===== src/rtl/branch_resolve_queue.sv =====
// rtl/branch_resolve_queue.sv - in-order branch resolve queue feeding predictor updates
module branch_resolve_queue #(
    parameter int ADDR_WIDTH = 32,
    parameter int GHR_SIZE   = 4,
    parameter int DEPTH      = 4
) (
    input  logic                       clk,
    input  logic                       rst,
    input  logic                       push_valid_i,
    output logic                       push_ready_o,
    input  logic [ADDR_WIDTH-1:0]      push_pc_i,
    input  logic                       push_pred_taken_i,
    input  logic [ADDR_WIDTH-1:0]      push_pred_target_i,
    input  logic [GHR_SIZE-1:0]        push_ghr_i,
    input  logic                       res_valid_i,
    input  logic                       res_taken_i,
    input  logic [ADDR_WIDTH-1:0]      res_target_i,
    output logic                       upd_valid_o,
    output logic [ADDR_WIDTH-1:0]      upd_pc_o,
    output logic                       upd_taken_o,
    output logic [GHR_SIZE-1:0]        upd_ghr_o,
    output logic                       flush_o,
    output logic [ADDR_WIDTH-1:0]      redirect_pc_o,
    output logic [$clog2(DEPTH):0]     count_o,
    output logic                       err_o
);

    localparam int PW = $clog2(DEPTH);
    localparam int CW = PW + 1;
    localparam logic [CW-1:0] FULL_CNT = CW'(DEPTH);

    typedef enum logic {
        RUN   = 1'b0,
        FLUSH = 1'b1
    } state_t;

    state_t                  state_q;
    logic [PW-1:0]           head_q;
    logic [PW-1:0]           tail_q;
    logic [CW-1:0]           count_q;
    logic [DEPTH-1:0]        valid_q;

    logic [ADDR_WIDTH-1:0]   pc_mem     [DEPTH];
    logic                    taken_mem  [DEPTH];
    logic [ADDR_WIDTH-1:0]   target_mem [DEPTH];
    logic [GHR_SIZE-1:0]     ghr_mem    [DEPTH];

    logic                    in_run;
    logic                    push_fire;
    logic                    keep_push;
    logic                    pop_fire;
    logic                    empty_res;
    logic                    mispredict;
    logic [ADDR_WIDTH-1:0]   head_pc;
    logic                    head_taken;
    logic [ADDR_WIDTH-1:0]   head_target;
    logic [GHR_SIZE-1:0]     head_ghr;
    logic [CW-1:0]           push_inc;
    logic [CW-1:0]           pop_dec;

    // Handshake, pop qualification and misprediction detection for the head entry
    always_comb begin
        in_run       = (state_q == RUN);
        head_pc      = pc_mem[head_q];
        head_taken   = taken_mem[head_q];
        head_target  = target_mem[head_q];
        head_ghr     = ghr_mem[head_q];
        push_ready_o = (count_q != FULL_CNT) && in_run;
        push_fire    = push_valid_i && push_ready_o;
        // A resolve during FLUSH sees an (already squashed) empty queue
        pop_fire     = res_valid_i && in_run && (count_q != '0) && valid_q[head_q];
        empty_res    = res_valid_i && !pop_fire;
        mispredict   = pop_fire &&
                       ((head_taken != res_taken_i) ||
                        (res_taken_i && (head_target != res_target_i)));
        // A push alongside a mispredicting resolve is younger and gets squashed
        keep_push    = push_fire && !mispredict;
        push_inc     = {{(CW-1){1'b0}}, keep_push};
        pop_dec      = {{(CW-1){1'b0}}, pop_fire};
        count_o      = count_q;
    end

    // Entry payload storage; validity is tracked separately so no reset is needed here
    always_ff @(posedge clk) begin
        if (keep_push) begin
            pc_mem[tail_q]     <= push_pc_i;
            taken_mem[tail_q]  <= push_pred_taken_i;
            target_mem[tail_q] <= push_pred_target_i;
            ghr_mem[tail_q]    <= push_ghr_i;
        end
    end

    // Pointers, occupancy, FSM and registered update/flush/error outputs
    always_ff @(posedge clk or negedge rst) begin
        if (!rst) begin
            state_q       <= RUN;
            head_q        <= '0;
            tail_q        <= '0;
            count_q       <= '0;
            valid_q       <= '0;
            upd_valid_o   <= 1'b0;
            upd_pc_o      <= '0;
            upd_taken_o   <= 1'b0;
            upd_ghr_o     <= '0;
            flush_o       <= 1'b0;
            redirect_pc_o <= '0;
            err_o         <= 1'b0;
        end else begin
            upd_valid_o <= pop_fire;
            flush_o     <= mispredict;
            err_o       <= empty_res;

            if (pop_fire) begin
                upd_pc_o    <= head_pc;
                upd_taken_o <= res_taken_i;
                upd_ghr_o   <= {head_ghr[GHR_SIZE-2:0], res_taken_i};
            end

            if (mispredict) begin
                redirect_pc_o <= res_taken_i ? res_target_i
                                             : head_pc + ADDR_WIDTH'(4);
                head_q        <= '0;
                tail_q        <= '0;
                count_q       <= '0;
                valid_q       <= '0;
                state_q       <= FLUSH;
            end else begin
                // FLUSH lasts exactly one cycle, so any non-mispredict cycle lands in RUN
                state_q <= RUN;
                count_q <= count_q + push_inc - pop_dec;
                if (pop_fire) begin
                    head_q          <= head_q + PW'(1);
                    valid_q[head_q] <= 1'b0;
                end
                if (keep_push) begin
                    tail_q          <= tail_q + PW'(1);
                    valid_q[tail_q] <= 1'b1;
                end
            end
        end
    end

endmodule


===== config.mk =====
export PLATFORM = sky130hd
export DESIGN_NAME = branch_resolve_queue
export DESIGN_NICKNAME = d
export VERILOG_FILES = /design/src/rtl/branch_resolve_queue.sv
export SDC_FILE = /design/constraint.sdc
export NUM_CORES = 1
export LEC_CHECK = 0
export CORE_ASPECT_RATIO = 0.75
export CORE_MARGIN = 5
export CORE_UTILIZATION = 38
export CTS_CLUSTER_DIAMETER = 120
export DETAILED_ROUTE_END_ITERATION = 6
export PLACE_DENSITY = 0.62
export SLEW_MARGIN = 20
export SYNTH_ARGS = -nofsm -noshare
export SYNTH_HDL_FRONTEND = slang
export SYNTH_SLANG_ARGS = --single-unit

===== constraint.sdc =====
create_clock -name clk -period 18.7 [get_ports clk]
set_input_delay 1.87 -clock clk [delete_from_list [all_inputs] [get_ports clk]]
set_output_delay 1.87 -clock clk [all_outputs]
set_load 0.05 [all_outputs]

Yosys cells after proc, flatten, opt, wreduce, memory -nomap -nowiden. Memories as Yosys holds them, arrays and structs flattened. A register that Yosys moved wholly into a read port is not among the register bits. Cells that the tools add are included.

Memories kept: 4. Bits in latches: 0. Bits in read-only memories: 0. RAM bits: 276. Output and inout bits: 76. Word-level logic and storage cells: 69. Register bits: 84. Bits of input ports: 106.

Reductions and logical operators: 18. Equal/unequal tests: 3. $add $sub $neg: 5. Shift-type cells: 0. Magnitude comparators: 4. $mul: 0. Muxes and demuxes: 19. Divide/modulo/power cells: 0. Bitwise gates (word level): 4.

Memories: pc_mem (words 4, bits a word 32, read ports 1, clocked after memory_dff 0, wr ports 1, RTL line 43) `logic [ADDR_WIDTH-1:0] pc_mem [DEPTH];`; target_mem (words 4, bits a word 32, read ports 1, clocked after memory_dff 0, wr ports 1, RTL line 45) `logic [ADDR_WIDTH-1:0] target_mem [DEPTH];`; ghr_mem (words 4, bits a word 4, read ports 1, clocked after memory_dff 1, wr ports 1, RTL line 46) `logic [GHR_SIZE-1:0] ghr_mem [DEPTH];`; taken_mem (words 4, bits a word 1, read ports 1, clocked after memory_dff 0, wr ports 1, RTL line 44) `logic taken_mem [DEPTH];`.

Operators by type and width (count): adder 32 x 3 -> 32 bit (second input constant) (1); two-way mux 32 bit (1); inequality test 32 bit (1); two-way mux 4 bit (4); logical AND 1 bit (11); two-way mux 2 bit (4); less-than comparator 2 x 3 -> 1 bit (second input constant) (2); two-way mux 1 bit (6); adder 2 x 1 -> 2 bit (second input constant) (2); bitwise AND 4 bit (1); demux 1 bit (select 2 bit) (2); greater-or-equal comparator 2 x 1 -> 1 bit (second input constant) (2); NOT 4 bit (1); OR 4 bit (1); nonzero test 2 bit (2); adder 3 x 1 -> 3 bit (1); zero test 1 bit (3); two-way mux 3 bit (1); inequality test 3 bit (second input constant) (1); nonzero test 3 bit (1); subtractor 3 x 1 -> 3 bit (1); binary-select mux 1 bit (select 2 bit) (1); logical OR 1 bit (1); inequality test 1 bit (1); NOT 1 bit (1).

Longest topological paths before layout.
Depth after elaboration: 11. Gate-level depth with buffers: 20. Gate-level depth less buffers: 15.

Worst setup path after synthesis. OpenSTA, ideal clock, no wires.

Path kind: input port to flip-flop. Start: input res_target_i[10]. End: memory ghr_mem[0][0] (enable). Data required time: 18.183 ns. Buffers on the path: 1. Path slack: 11.953 ns. Arrival time: 6.230 ns. Cell stages on the path: 6. Cells stage by stage: xnor2_1 > nand4_1 > nor4_4 > a31oi_4 > clkbuf_1 > a21oi_1.

Cells in the longest elaborated chain, start to end: 8.

RTL lines: from (decl) (RTL line 17) `input logic [ADDR_WIDTH-1:0] res_target_i,`; inequality test 32 bit (RTL line 75) `(res_taken_i && (head_target != res_target_i)));`; logical AND 1 bit (RTL line 75); logical OR 1 bit (RTL line 74) `((head_taken != res_taken_i) ||`; logical AND 1 bit (RTL line 73) `mispredict = pop_fire &&`; zero test 1 bit (RTL line 77) `keep_push = push_fire && !mispredict;`; logical AND 1 bit (RTL line 77); two-way mux 1 bit (RTL line 85) `if (keep_push) begin`; two-way mux 1 bit (implied by the code) (RTL line 89) `ghr_mem[tail_q] <= push_ghr_i;`; to (decl) (RTL line 46).

Every way passes these cells.

Worst setup path in the final report.
Start: register head_q[0]. End: register count_q[2], in the netlist count_o[2].

Cells in the longest elaborated chain, start to end: 10.

RTL lines: from (decl) (RTL line 38) `logic [PW-1:0] head_q;`; from (signal assigned) (RTL line 132) `head_q <= head_q + PW'(1);`; memory (4 x 32 bit); inequality test 32 bit (RTL line 75); logical AND 1 bit (RTL line 75); logical OR 1 bit (RTL line 74); logical AND 1 bit (RTL line 73); zero test 1 bit (RTL line 77); logical AND 1 bit (RTL line 77); adder 3 x 1 -> 3 bit (RTL line 130) `count_q <= count_q + push_inc - pop_dec;`; subtractor 3 x 1 -> 3 bit (RTL line 130); two-way mux 3 bit * (RTL line 119) `if (mispredict) begin`; to (signal assigned) (RTL line 130); to (decl) (RTL line 40) `logic [CW-1:0] count_q;`.

Mark *: on every way between the ends. The rest lies on a longest branch, timed or not. The select of a mux whose other input is x is not followed. A chain may end at the register's enable or synchronous reset.

==> metrics <==
outcome finished, final reports clean; peak supply drop 134 uV; CTS H-tree depth 2; Cell Rows 62; Final setup viols 0; total power 3.10 mW; Initial DRT Pass Iterations 5; TNS Setup 0 ns; share of power burned in the clock network 0.229; Inserted Clock Buffers 37; slew at the pin closest to its max-slew limit 0.890 ns; post-CTS sizing 0; CP cell instances buf_4 -> buf_4 -> mux4_2 -> xnor2_1 -> nand4_1 -> nor4_4 -> a31oi_4 -> nand2_8 -> nand2_1 -> ha_1 -> inv_1 -> ha_1 -> inv_1 -> fa_1 -> xor2_1 -> xnor2_1 -> a21oi_1; largest area contributor in the netlist edfxtp_1; antenna-violating nets left 0; Max stage delay on crit path 0.63 ns; Hold Fails Final Rpt 0; layout cells sized above 1 0.205; antenna violations before repair 7; delay-heaviest family, CP buffers and inverters; hpwl dp 24300 um; Synth cell types 48; number of clock sinks 354; leakage power 6.24 nW; Layout Cells excl Fill 1534; Yosys top cell area share 0.560; Mapped Cells 796; worst relative slew slack 0.407; Final Slew Violations 0; Post-synth EDFFs 272; ys flop type edfxtp_1; CTS tree yes; Max Clk Rate 0.171 GHz; Critical Path RT 19.08 ns; Net Switching 1.14 mW; syn nets 914; GPL Wtd Cong 0.746; mapped cell area 14600 sq um; count leader, synth edfxtp_1; # Post-CTS Setup Buffers 0; MaxCap Viol Count 0; PnR worst setup slack 12.85 ns; period utilisation layout 0.313; Pint 1.97 mW; Ys Warns 0; min Tclk post-route 5.85 ns; Flop pwr share 0.380; wire length per cell 23.6 um; Synth-to-Final Area Change 24.2%; post-DR vias/cell 5.14; buffers plus inverters on the worst setup path 4; Die Ht 180 um; CP Class reg2reg; Tightest Hold Check Type reg2reg; Post-synth top cells edfxtp_1 (272), dfrtp_1 (82), mux4_2 (68); RSZ-0062 raised after global routing no; CP max FO 35; CP max stage cell dfrtp_4; Mapped Avg Cell Area 18.3 sq um; Core Util, Final 0.476; Switching Share 0.366; Worst Setup End Kind flop; clock skew 0.0170 ns; pre-CTS WS 12.50 ns; Placed Cells 1463; combinational share of power 0.391; final WL 36300 um; Initial Utilization 0.383; synthesized flop and latch total 354; Bufs on Longest Clock Path 3; Die W 236 um; first-pass GRT wire length 53500 um; gr ovfl total 0; fin nets 1110; I/O Pins 182; Core ar. 38100 sq um; vias in the first global route 8056; Pwr Density 171 nW/um^2; die area 42500 sq um; Startpoint Class flop; Synth area leaders edfxtp_1 (56%), dfrtp_1 (14%), mux4_2 (10%); gr usage total 0.166; largest net degree at the start of global routing 61; CTS Hold Bufs 0; asr flop ratio synth 0.232; Buffers on Ports 180; DRT iter0 DRCs 600; vias post-DR 7889; CP Data Arrival Time 6.23 ns; clk_lat worst skew 0.53 ns; number of remaining DRC errors 0; Root Driver clkbuf_16; Worst-path clk slew 0.06 ns; sequential share of the synthesized area 0.700
==> state kept, by name (all words and copies together), names as in the netlist <==
signal and cells:
count_o 3, err_o 1, flush_o 1, ghr_mem 12, head_q 2, pc_mem 128, redirect_pc_o 32, tail_q 2
taken_mem 4, target_mem 128, upd_ghr_o 3, upd_pc_o 32, upd_taken_o 1, upd_valid_o 1, valid_q 4
==> through the flow <==
| stage | hold WS [ns] | instance area, sq um |
|---|---|---|
| finish | 0.477 | 18100 |
| global route | 0.511 | 18100 |
| CTS | 0.482 | 18100 |
| detailed placement | 0.468 | 16900 |
| global placement | 0.461 | 16900 |
| floorplan | 0.502 | 14600 |
==> worst paths after layout <==
path	startpoint	depth (start not counted)	slack (ns)	end
setup / recovery	head_q[0]	17	12.85	count_o[2]
hold / removal	upd_pc_o[2]	2	0.48	upd_pc_o[2]
setup reg to reg	head_q[0]	17	12.85	count_o[2]
hold reg to reg	upd_pc_o[2]	2	0.48	upd_pc_o[2]
max in group asynchronous	rst	2	16.21	upd_pc_o[15]
min in group asynchronous	rst	1	1.29	redirect_pc_o[28]
==> tightest hold or removal path, stage by stage, from the launching register on <==
cell and delay, ns:
dfrtp_1 0.34, nand2_1 0.05, nand2_1 0.06
==> cells in the final DEF, fill, tap and decap left out, types with 12 or more instances in the layout <==
master / instances
mux2_4: 20
edfxtp_1: 272
clkdlybuf4s50_1: 178
nand2_1: 60
clkbuf_16: 37
xor2_1: 17
mux2_2: 40
nor2_1: 14
buf_4: 12
nand4_1: 16
mux4_2: 68
nand3_1: 14
inv_1: 16
xnor2_1: 39
o21ai_0: 25
dfrtp_1: 80
==> kinds of logic (layout without fill, tap and decap cells) <==
| group | count (synthesis) | in the layout | share of synthesized area |
|---|---|---|---|
| compound gates | 52 | 52 | 0.0221 |
| xor+xnor | 56 | 56 | 0.0336 |
| fa+ha+maj | 12 | 12 | 0.0108 |
| buf+inv | 52 | 275 | 0.0229 |
| flops | 354 | 354 | 0.700 |
| mux | 138 | 138 | 0.164 |
| other cells | 0 | 3 | 0 |
| simple gates | 132 | 132 | 0.0466 |
==> power groups by stage <==
| stage | registers, mW | clock network, mW | logic [mW] |
|---|---|---|---|
| floorplan | 1.44 | 0 | 0.549 |
| global placement | 1.19 | 0 | 1.21 |
| detailed placement | 1.20 | 0 | 1.22 |
| CTS | 1.18 | 0.732 | 1.23 |
| global route | 1.20 | 0.764 | 1.28 |
| finish | 1.18 | 0.711 | 1.21 |
==> layer usage <==
layer,routed length (um),part of all wire,vias to the layer above,GRT usage
met5,62,0.0017,-,0
met4,538,0.015,10,0.0339
met3,2370,0.065,46,0.0443
met2,16400,0.45,236,0.249
met1,16800,0.46,4108,0.247
li1,-,-,3489,-
==> layout make-up <==
cell class                      count  area [sq um]
Timing Repair Buffer              193          1930
Clock buffer                       51          1020
Clock inverter                     15           148
Tap cell                          512           641
Sequential cell                   354         10200
Inverter                           16          60.1
Fill cell                        3176         20000
Multi-Input combinational cell    390          4100
Antenna cell                        3          7.51
No activity file was read; power rests on OpenSTA's default activity.
==> RTL edit (same flow settings) <==
Register the inputs `push_pred_target_i` and `res_target_i` before use, cleared by the reset. The logic sees them one clock later. The other inputs are not delayed to match.
--- a/src/rtl/branch_resolve_queue.sv
+++ b/src/rtl/branch_resolve_queue.sv
@@ -33,6 +33,19 @@
         RUN   = 1'b0,
         FLUSH = 1'b1
     } state_t;
+
+    logic [ADDR_WIDTH-1:0] push_pred_target_q;
+    logic [ADDR_WIDTH-1:0] res_target_q;
+
+    always_ff @(posedge clk or negedge rst) begin
+        if (!rst) begin
+            push_pred_target_q <= '0;
+            res_target_q       <= '0;
+        end else begin
+            push_pred_target_q <= push_pred_target_i;
+            res_target_q       <= res_target_i;
+        end
+    end
 
     state_t                  state_q;
     logic [PW-1:0]           head_q;
@@ -72,7 +85,7 @@
         empty_res    = res_valid_i && !pop_fire;
         mispredict   = pop_fire &&
                        ((head_taken != res_taken_i) ||
-                        (res_taken_i && (head_target != res_target_i)));
+                        (res_taken_i && (head_target != res_target_q)));
         // A push alongside a mispredicting resolve is younger and gets squashed
         keep_push    = push_fire && !mispredict;
         push_inc     = {{(CW-1){1'b0}}, keep_push};
@@ -85,7 +98,7 @@
         if (keep_push) begin
             pc_mem[tail_q]     <= push_pc_i;
             taken_mem[tail_q]  <= push_pred_taken_i;
-            target_mem[tail_q] <= push_pred_target_i;
+            target_mem[tail_q] <= push_pred_target_q;
             ghr_mem[tail_q]    <= push_ghr_i;
         end
     end
@@ -117,7 +130,7 @@
             end
 
             if (mispredict) begin
-                redirect_pc_o <= res_taken_i ? res_target_i
+                redirect_pc_o <= res_taken_i ? res_target_q
                                              : head_pc + ADDR_WIDTH'(4);
                 head_q        <= '0;
                 tail_q        <= '0;
Behaviour: not the same (a bounded check fails within 4 cycles, from zero or initial values and one cycle with rst low).
==> RTL edit against the unedited design <==
  * Cell area is 11% higher
  * Sequential cell count is 64 higher
  * Wire length is 8.4% higher
  * Setup slack better by 88 ps
  * Critical path depth is 9 lower
  * Clock skew is 1.2 ps lower
  * Via count is 7.8% higher
  * Die area is 11% higher
  * Synthesized area is 12% higher
  * Total power is 9.1% higher
  * Critical path type unchanged
  * Critical endpoint is now pc_mem[3][4]$_DFFE_PP_
==> RTL edit: results (changes against the unedited design) <==
- Count of routing violations after the opening detailed-route iteration: 483 (was 600)
- Fraction of layout instances using a drive strength above 1: 17.8% (was 20.5%)
- Timing endpoint of the critical path: pc_mem[3][4]$_DFFE_PP_ (was count_o[2]$_DFF_PN0_)
- 1st-pass router iterations: 4 (was 5)
- Avg Vias per Cell: 5.05 (was 5.14)
- Ys async rst share: 34.9% (was 23.2%)
- Worst reg-to-reg setup slack: 12940 ps (was 12850 ps)
- Leak Pwr: 7.03 nW (was 6.24 nW)
- Pin count of the biggest net entering global routing: 85 (was 61)
- Via count of the first global-routing pass: 8919 (was 8056)
- Number of buffers added by the clock tree synthesis step: 42 (was 37)
- Global-route wire length before repair: 59100 um (was 53500 um)
- Number of nets produced by synthesis: 1004 (was 914)
- Final-stage net count: 1199 (was 1110)
- Leading post-synthesis cells by cell area: sky130_fd_sc_hd__edfxtp_1, sky130_fd_sc_hd__dfrtp_1, sky130_fd_sc_hd__mux4_2, sky130_fd_sc_hd__mux2_2, sky130_fd_sc_hd__mux2i_1 (was sky130_fd_sc_hd__edfxtp_1, sky130_fd_sc_hd__dfrtp_1, sky130_fd_sc_hd__mux4_2, sky130_fd_sc_hd__mux2_2, sky130_fd_sc_hd__xnor2_1)
- Slowest stage cell, crit path: sky130_fd_sc_hd__a21oi_4 (was sky130_fd_sc_hd__dfrtp_4)
- Worst setup skew after layout: 15.9 ps (was 17.0 ps)
- Sequential element share of the synthesized area: 72.5% (was 70.0%)
- Initial antenna violation count: 3 (was 7)
- Highest ir drop seen on vdd: 0.112 mV (was 0.134 mV)
- Distinct cells, synth: 58 (was 48)
- Max stage delay on crit path: 950 ps (was 630 ps)
- Critical path's top delay family: compound AO/OA/AOI/OAI gates (was buffers and inverters)
- Clock latency on the worst-skew pair: about 540 ps
- Number of cells on the worst reg-to-reg path: 8 (was 17)
- Outcome: finished, final reports clean (unchanged)
- Wire length after detailed routing: 39300 um (was 36300 um)
- Most frequent cells after synthesis: sky130_fd_sc_hd__edfxtp_1, sky130_fd_sc_hd__dfrtp_1, sky130_fd_sc_hd__mux4_2 (unchanged)
- All-layer global routing usage: 16.5% (was 16.6%)
- Total half-perimeter wirelength after legalization and detailed placement: 25900 um (was 24300 um)
- Chip width: 249 um (was 236 um)
- Biggest registers after layout: pc_mem: 128 flops, target_mem: 128 flops (unchanged)
- Max-slew headroom: 29.2% (was 40.7%)
- Max Buffers Root-to-Sink: 3 (unchanged)
- Maximum achievable frequency: 174 MHz (was 171 MHz)
- Number of antenna diodes: 0 (was 3)
- Maximum net fanout on the critical path: 44 (was 35)
- Post-placement cell area: 18700 um^2 (was 16900 um^2)
- Final RePlAce weighted congestion: 0.762 (was 0.746)
- Number of buffers inserted by port buffering: 180 (unchanged)
-- RTL edit: cell families (layout without fill, tap and decap cells) --
group	after synthesis	count (layout)	share of synthesized area [%]
flops	418	418	72.5
compound gates	73	73	3.11
buf+inv	62	291	2.17
fa+ha+maj	12	12	0.967
mux	152	152	14.6
simple gates	110	110	3.48
xor+xnor	59	59	3.17
-- RTL edit: stage by stage --
stage	power (mW)	utilization [%]	cells
4_1_cts	3.43	47.6	1684
5_1_grt	3.55	47.6	1684
3_3_place_gp	2.55	44.2	1606
6_report	3.39	47.6	1684
2_1_floorplan	2.16	-	886
3_5_place_dp	2.57	44.2	1606
-- RTL edit: area by class of cell --
class                   count  area [um^2]
clock inverters            17          175
repair buffers            189         1870
clock buffers              61         1270
flip-flops and latches    418        11800
multi-input cells         406         4170
inverters                  24         91.3
well taps                 569          712
fillers                  3576        22100
-- RTL edit: where the power goes --
| part | switching, mW | leakage (nW) | internal, mW |
|---|---|---|---|
| clock | 0.346 | 0.690 | 0.514 |
| combinational | 0.733 | 2.13 | 0.447 |
| sequential | 0.127 | 4.21 | 1.22 |
-- RTL edit: worst min path at each step --
| stage | slack (ps) | startpoint | end | cells past startpoint |
|---|---|---|---|---|
| 6_report | 480 | upd_pc_o[28]$_DFFE_PN0P_ | upd_pc_o[28]$_DFFE_PN0P_ | 2 |
| 5_1_grt | 500 | push_pred_target_q[31]$_DFF_PN0_ | target_mem[2][31]$_DFFE_PP_ | 0 |
| 4_1_cts | 490 | push_pred_target_q[31]$_DFF_PN0_ | target_mem[3][31]$_DFFE_PP_ | 0 |
| 2_1_floorplan | 450 | push_pred_target_q[0]$_DFF_PN0_ | target_mem[0][0]$_DFFE_PP_ | 0 |
| 3_3_place_gp | 470 | push_pred_target_q[31]$_DFF_PN0_ | target_mem[2][31]$_DFFE_PP_ | 0 |
| 3_5_place_dp | 480 | push_pred_target_q[31]$_DFF_PN0_ | target_mem[2][31]$_DFFE_PP_ | 0 |
-- RTL edit: tightest hold or removal path, delay by kind of cell (launching register included) --
kind	cells	cell delay (ps)
DFF	1	340
and+or+nand+nor	1	50
AOI/OAI and AO/OA	1	60
-- RTL edit: per-layer routing --
metal / vias to the layer above / wire [um] / global-route usage (%)
met1: 4406 / 18400 / 24.6
li1: 3790 / - / -
met3: 60 / 2420 / 4.04
met4: 6 / 803 / 3.82
met5: - / 40 / 0
met2: 246 / 17700 / 24.9
